==> src/rtl/operand_loader.sv <==
// Operand frame loader: gathers header + four operand bytes, runs the datapath, returns its result.
// Optional RUN watchdog enabled by defining OPLOAD_TIMEOUT_EN.
module operand_loader #(
  parameter int unsigned TIMEOUT_CYCLES = 64
) (
  input  logic       clk,
  input  logic       reset,
  input  logic       in_valid,
  input  logic [7:0] in_data,
  output logic       in_ready,
  output logic       start,
  output logic       mode,
  output logic [7:0] A,
  output logic [7:0] B,
  output logic [7:0] C,
  output logic [7:0] D,
  input  logic [7:0] result,
  input  logic       done,
  output logic       out_valid,
  output logic [7:0] out_data,
  input  logic       out_ready,
  output logic       busy,
  output logic       timeout
);

  typedef enum logic [1:0] {
    S_IDLE = 2'd0,
    S_LOAD = 2'd1,
    S_RUN  = 2'd2,
    S_EMIT = 2'd3
  } state_t;

  state_t     state;
  state_t     state_nxt;
  logic [1:0] idx;
  logic       run_first;
  logic       accept;
  logic       capture;

`ifdef OPLOAD_TIMEOUT_EN
  localparam int unsigned CNT_W = $clog2(TIMEOUT_CYCLES) + 1;
  logic [CNT_W-1:0] run_cnt;
  logic             tmo_fire;
`endif

  // Next-state logic; done is masked in the first RUN cycle to reject a stale pulse.
  always_comb begin
    state_nxt = state;
    accept    = in_valid & in_ready;
    capture   = 1'b0;
`ifdef OPLOAD_TIMEOUT_EN
    tmo_fire  = 1'b0;
`endif
    case (state)
      S_IDLE: begin
        if (accept) state_nxt = S_LOAD;
      end
      S_LOAD: begin
        if (accept && (idx == 2'd3)) state_nxt = S_RUN;
      end
      S_RUN: begin
        if (!run_first && done) begin
          capture   = 1'b1;
          state_nxt = S_EMIT;
        end
`ifdef OPLOAD_TIMEOUT_EN
        else if (run_cnt == CNT_W'(TIMEOUT_CYCLES - 1)) begin
          tmo_fire  = 1'b1;
          state_nxt = S_IDLE;
        end
`endif
      end
      S_EMIT: begin
        if (out_valid && out_ready) state_nxt = S_IDLE;
      end
      default: state_nxt = S_IDLE;
    endcase
  end

  // State register and registered state decodes.
  always_ff @(posedge clk) begin
    if (reset) begin
      state     <= S_IDLE;
      run_first <= 1'b0;
      in_ready  <= 1'b1;
      start     <= 1'b0;
      out_valid <= 1'b0;
      busy      <= 1'b0;
    end else begin
      state     <= state_nxt;
      run_first <= (state != S_RUN) && (state_nxt == S_RUN);
      in_ready  <= (state_nxt == S_IDLE) || (state_nxt == S_LOAD);
      start     <= (state_nxt == S_RUN);
      out_valid <= (state_nxt == S_EMIT);
      busy      <= (state_nxt != S_IDLE);
    end
  end

  // Frame capture: header sets mode, then operands in order A..D.
  always_ff @(posedge clk) begin
    if (reset) begin
      idx  <= 2'd0;
      mode <= 1'b0;
      A    <= 8'h00;
      B    <= 8'h00;
      C    <= 8'h00;
      D    <= 8'h00;
    end else if (accept) begin
      if (state == S_IDLE) begin
        mode <= in_data[0];
        idx  <= 2'd0;
      end else if (state == S_LOAD) begin
        case (idx)
          2'd0:    A <= in_data;
          2'd1:    B <= in_data;
          2'd2:    C <= in_data;
          default: D <= in_data;
        endcase
        idx <= idx + 2'd1;
      end
    end
  end

  // Result register holds until the next successful capture.
  always_ff @(posedge clk) begin
    if (reset) begin
      out_data <= 8'h00;
    end else if (capture) begin
      out_data <= result;
    end
  end

`ifdef OPLOAD_TIMEOUT_EN
  // RUN watchdog: counts RUN cycles, restarts on each RUN entry.
  always_ff @(posedge clk) begin
    if (reset) begin
      run_cnt <= '0;
      timeout <= 1'b0;
    end else begin
      timeout <= tmo_fire;
      if ((state != S_RUN) && (state_nxt == S_RUN)) begin
        run_cnt <= '0;
      end else if (state == S_RUN) begin
        run_cnt <= run_cnt + CNT_W'(1);
      end
    end
  end
`else
  assign timeout = 1'b0;
`endif

endmodule

==> config.mk <==
export PLATFORM = sky130hd
export DESIGN_NAME = operand_loader
export DESIGN_NICKNAME = d
export VERILOG_FILES = /design/src/rtl/operand_loader.sv
export SDC_FILE = /design/constraint.sdc
export NUM_CORES = 1
export LEC_CHECK = 0
export ABC_AREA = 1
export CORE_UTILIZATION = 40
export CTS_CLUSTER_SIZE = 28
export DETAILED_ROUTE_END_ITERATION = 10
export GPL_TIMING_DRIVEN = 0
export PLACE_DENSITY = 0.84
export SLEW_MARGIN = 15
export SYNTH_ARGS = -nofsm -noshare
export SYNTH_HDL_FRONTEND = slang
export SYNTH_SLANG_ARGS = --single-unit
==> constraint.sdc <==
create_clock -name clk -period 1.8 [get_ports clk]
set_input_delay 0.54 -clock clk [delete_from_list [all_inputs] [get_ports clk]]
set_output_delay 0.54 -clock clk [all_outputs]
set_load 0.01 [all_outputs]
Word-level counts from Yosys, hierarchy flattened

Cells that the tools add are included.
W data, S select, Z words.

Register bits after elaboration: 50
Output and inout port bits: 46

Equal/unequal tests: 10
Bitwise logic cells: 3
Reduce and logical (&&, ||, !) cells: 18
Add/subtract/negate cells: 1
Multiplexer cells: 9

Operator list:

| kind                  | number |
|---|---|
| $reduce_and A4 Y1     | 4 |
| $eq A2 B2 Y1 const B  | 6 |
| $mux W2               | 6 |
| $pmux W2 S4           | 1 |
| $eq A2 B1 Y1 const B  | 3 |
| $logic_not A2 Y1      | 3 |
| $logic_and A1 B1 Y1   | 4 |
| $reduce_and A2 Y1     | 2 |
| $reduce_bool A2 Y1    | 2 |
| $reduce_or A3 Y1      | 1 |
| $add A2 B1 Y2 const B | 1 |
| $mux W1               | 2 |
| $ne A2 B2 Y1 const B  | 1 |
| $not A1 Y1            | 2 |
| $and A1 B1 Y1         | 1 |
| $logic_not A1 Y1      | 1 |
| $logic_or A1 B1 Y1    | 1 |

Logic depth before layout (Yosys ltp)

Word-level depth: 6
Mapped depth: 8
Mapped depth without buffers: 7

Least setup slack after synthesis

No wires, ideal clock.

Kind: input to register
Start point: input port in_valid
End point: register A[2]
Buffers on the path: 1
Cell stages on the path: 6
Slack: 494 ps
Arrival: 1174 ps
Cell sequence: nand2_1 -> nor2_2 -> buf_4 -> nand2_1 -> nand2_1 -> a21oi_1

Cells in the longest elaborated chain, start to end: 2

RTL lines:

| item                        | line | RTL |
|---|---|---|
| start: declaration          | 8    | `input logic in_valid,` |
| $and A1 B1 Y1               | 49   | `accept = in_valid & in_ready;` |
| $reduce_and A4 Y1 (no line) | -    |  |
| end signal: assignment      | 114  | `2'd0: A <= in_data;` |
| end: declaration            | 13   | `output logic [7:0] A,` |

No other way between the ends.
A chain may end at the register's enable or synchronous reset.

Final worst setup path

Start point: register B[0]
End point: output port B[0]

RTL lines:

| item                     | line | RTL |
|---|---|---|
| start: declaration       | 14   | `output logic [7:0] B,` |
| start signal: assignment | 115  | `2'd1: B <= in_data;` |

No word-level cell between the ends.

==> flow_summary.ini <==
[run_status]
status = complete, no violations

[worst_setup_path]
critPathBufInv = 1
rr_startpoint = idx[0]
cp-start-kind = register
rr_endpoint = A[1]
r2r_slack_ns = 0.26
crit_arrival_ns = 1.21
r2r_cells = 6
cpMaxStageDelayCell = clkdlybuf4s50_1
cp_max_fo = 2
critical_path_class = register to primary output
path_cells = clkdlybuf4s50_1
crit_family = buffers and inverters
critPathCaptureType = primary output
required_ns = 1.26
slowest_delay_ns = 0.55

[synth]
synth-compound-area-share_pct = 11.99
ys.warnings.count = 0
seq_area_frac_synth_pct = 53.87
synth_top_family_by_area = simple AND/OR/NAND/NOR gates
synth-simple-area-share_pct = 25.19
syn_nets = 258
ys_seq_elements = 50
synthesis.instances = 232
synth_fa_ha_area_share_pct = 3.367
synthMuxAreaShare_pct = 0
synth_area_per_cell_um2 = 8.009
yosysUniqueCellTypes = 19
syn-cell-area_um2 = 1858
synth-xor-area-share_pct = 0

[hold_path]
hold_class = register to register
whs_path_depth = 2
hold_end = C[1]
hp-start = C[1]

[job]
cap_violations = 0

[grt]
grt_max_degree = 15
antenna_found_initial = 0
grt_pass1_vias = 1608
grt_usage_pct = 19.49
grt_pass1_wl_um = 7555
overflow = 0

[placement]
post-place-cells = 349
dp_hpwl_um = 3362
port_buffers = 65
place_congestion = 0.8043

[floorplanning]
die_h_um = 70.16
start_util_pct = 42.09
io_pins = 67
rows = 24
die_x_um = 70.16
coreArea_um2 = 4414
die_area_um2 = 4922

[clocking]
cts_tree = built
cts.path.max_buffers = 2
htreeDepth = 2
post-cts-setup-buffers = 0
cts_root_buffer = clkbuf_8
numCtsBuffers = 5
cts.sinks = 50
clkSlewWorstSetupHoldPaths_ns = 0.09
insertion_delay_ns = 0.30

[timing]
finalHoldViolCount = 0
fmax_mhz = 572.8
rsz0062_at_grt = true
fin_skew_ns = 0.005512
period_needed_ns = 1.746
setup-violations-final = 0
timing.hold.ws_ns = 0.4659
finalCritPeriodShare_pct = 96.99
final_max_slew_viol_count = 0

[power_and_ir_drop]
power.density_nw_per_um2 = 743.6
p_total_w = 0.001983
p_leak_nw = 0.9566
vdd_drop_max_uv = 455.7

[route]
ant_nets = 0
wirelength_um = 4551
wl_per_cell_um = 12.75
vias = 1787
detail_route.drc_violations = 0
vias_per_cell = 5.006
drt-initial-drc-count = 118
drtPass1Iterations = 4

[finish]
diodes = 0
num-nets-final = 330
fin_cells = 357
drive_above_1_share_pct = 4.918
area_growth_syn_to_layout_pct = 43.57
[metal layers]
layer  track usage, %  routed length, µm  up-vias
li1                 -                  -      907
met1            25.57               2086      801
met2            30.34               2030       71
met3            6.061                358        8
met4            6.667                 76        0
met5                0                  0        -
[power breakdown]
part	internal, W	switching (W)	total (W)
clock	0.000311	0.000357	0.000668
combinational	0.0000872	0.0000969	0.000184
sequential	0.00112	0.0000105	0.00113
total	0.00152	0.000464	0.00198
[layout make-up]
type / instances / area (µm²)
clock inverter: 1 / 5.005
sequential: 50 / 1001
tap: 52 / 65.06
multi-input combinational: 160 / 757.0
timing repair buffer: 65 / 653.1
fill: 381 / 1747
clock buffer: 7 / 86.33
inverter: 9 / 33.78
buffer: 13 / 66.31
[registers in the layout (all words and copies together) (netlist names), 2 cells and up]
| register | count |
|---|---|
| A | 8 |
| B | 8 |
| C | 8 |
| D | 8 |
| idx | 2 |
| out_data | 8 |
| state | 2 |
[synth_stat cells, drive strengths merged]
| master | n | share of area (%) |
|---|---|---|
| dfxtp | 50 | 54 |
| conb | 1 | 0.20 |
| a211oi | 1 | 0.40 |
| nand3 | 38 | 10 |
| inv | 9 | 1.8 |
| ha | 5 | 3.4 |
| buf | 6 | 2.2 |
| a21oi | 34 | 9.2 |
| nand2 | 49 | 10 |
| clkbuf | 7 | 1.4 |
| nor2 | 22 | 4.6 |
| o21ai | 9 | 2.4 |
| nand4 | 1 | 0.34 |
[logic make-up (layout without fill, tap and decap cells)]
family / after synthesis / count (layout)
other cells: 1 / 1
compound gates: 44 / 44
flops: 50 / 50
buf+inv: 22 / 95
simple gates: 110 / 110
fa+ha+maj: 5 / 5
[what timing repair did]
action                                  CTS  global route
endpoints found under the setup margin    0            13
hold buffers                              0             0
resized for setup                         0             1
[per-stage QoR]
| stage | TNS (ns) | setup WS (ns) | cell area [µm²] | util [%] |
|---|---|---|---|---|
| after floorplan | 0 | 0.4937 | 1858 | - |
| after global placement | -6.212 | -0.2019 | 2574 | 58.30 |
| after detailed placement | -6.825 | -0.2151 | 2574 | 58.30 |
| after CTS | 0 | 0.02980 | 2665 | 60.37 |
| after global routing | -0.1550 | -0.03065 | 2668 | 60.43 |
| final | 0 | 0.05410 | 2668 | 60.43 |
[how the worst max path moves through the flow]
stage / cells past startpoint / slack, ns / to / start
after global placement: 4 / -0.20 / out_valid / reset
after CTS: 1 / 0.03 / in_ready / in_ready
after floorplan: 6 / 0.49 / A[2] / in_valid
final: 1 / 0.05 / B[0] / B[0]
after detailed placement: 7 / -0.22 / A[1] / in_valid
after global routing: 7 / -0.03 / A[1] / in_valid
[cells in the final DEF (no fill, tap or decap), types with 2 or more instances in the layout]
cell | Yosys | layout
nand2_1 | 48 | 48
a21oi_1 | 34 | 34
o21ai_0 | 9 | 9
clkbuf_8 | 0 | 6
ha_1 | 5 | 5
nor2_1 | 21 | 21
nand3_1 | 38 | 38
clkdlybuf4s50_1 | 0 | 64
dfxtp_1 | 50 | 50
buf_4 | 2 | 2
clkbuf_1 | 7 | 8
inv_1 | 8 | 8
buf_2 | 2 | 2
Power figures use the tool's default switching activity.
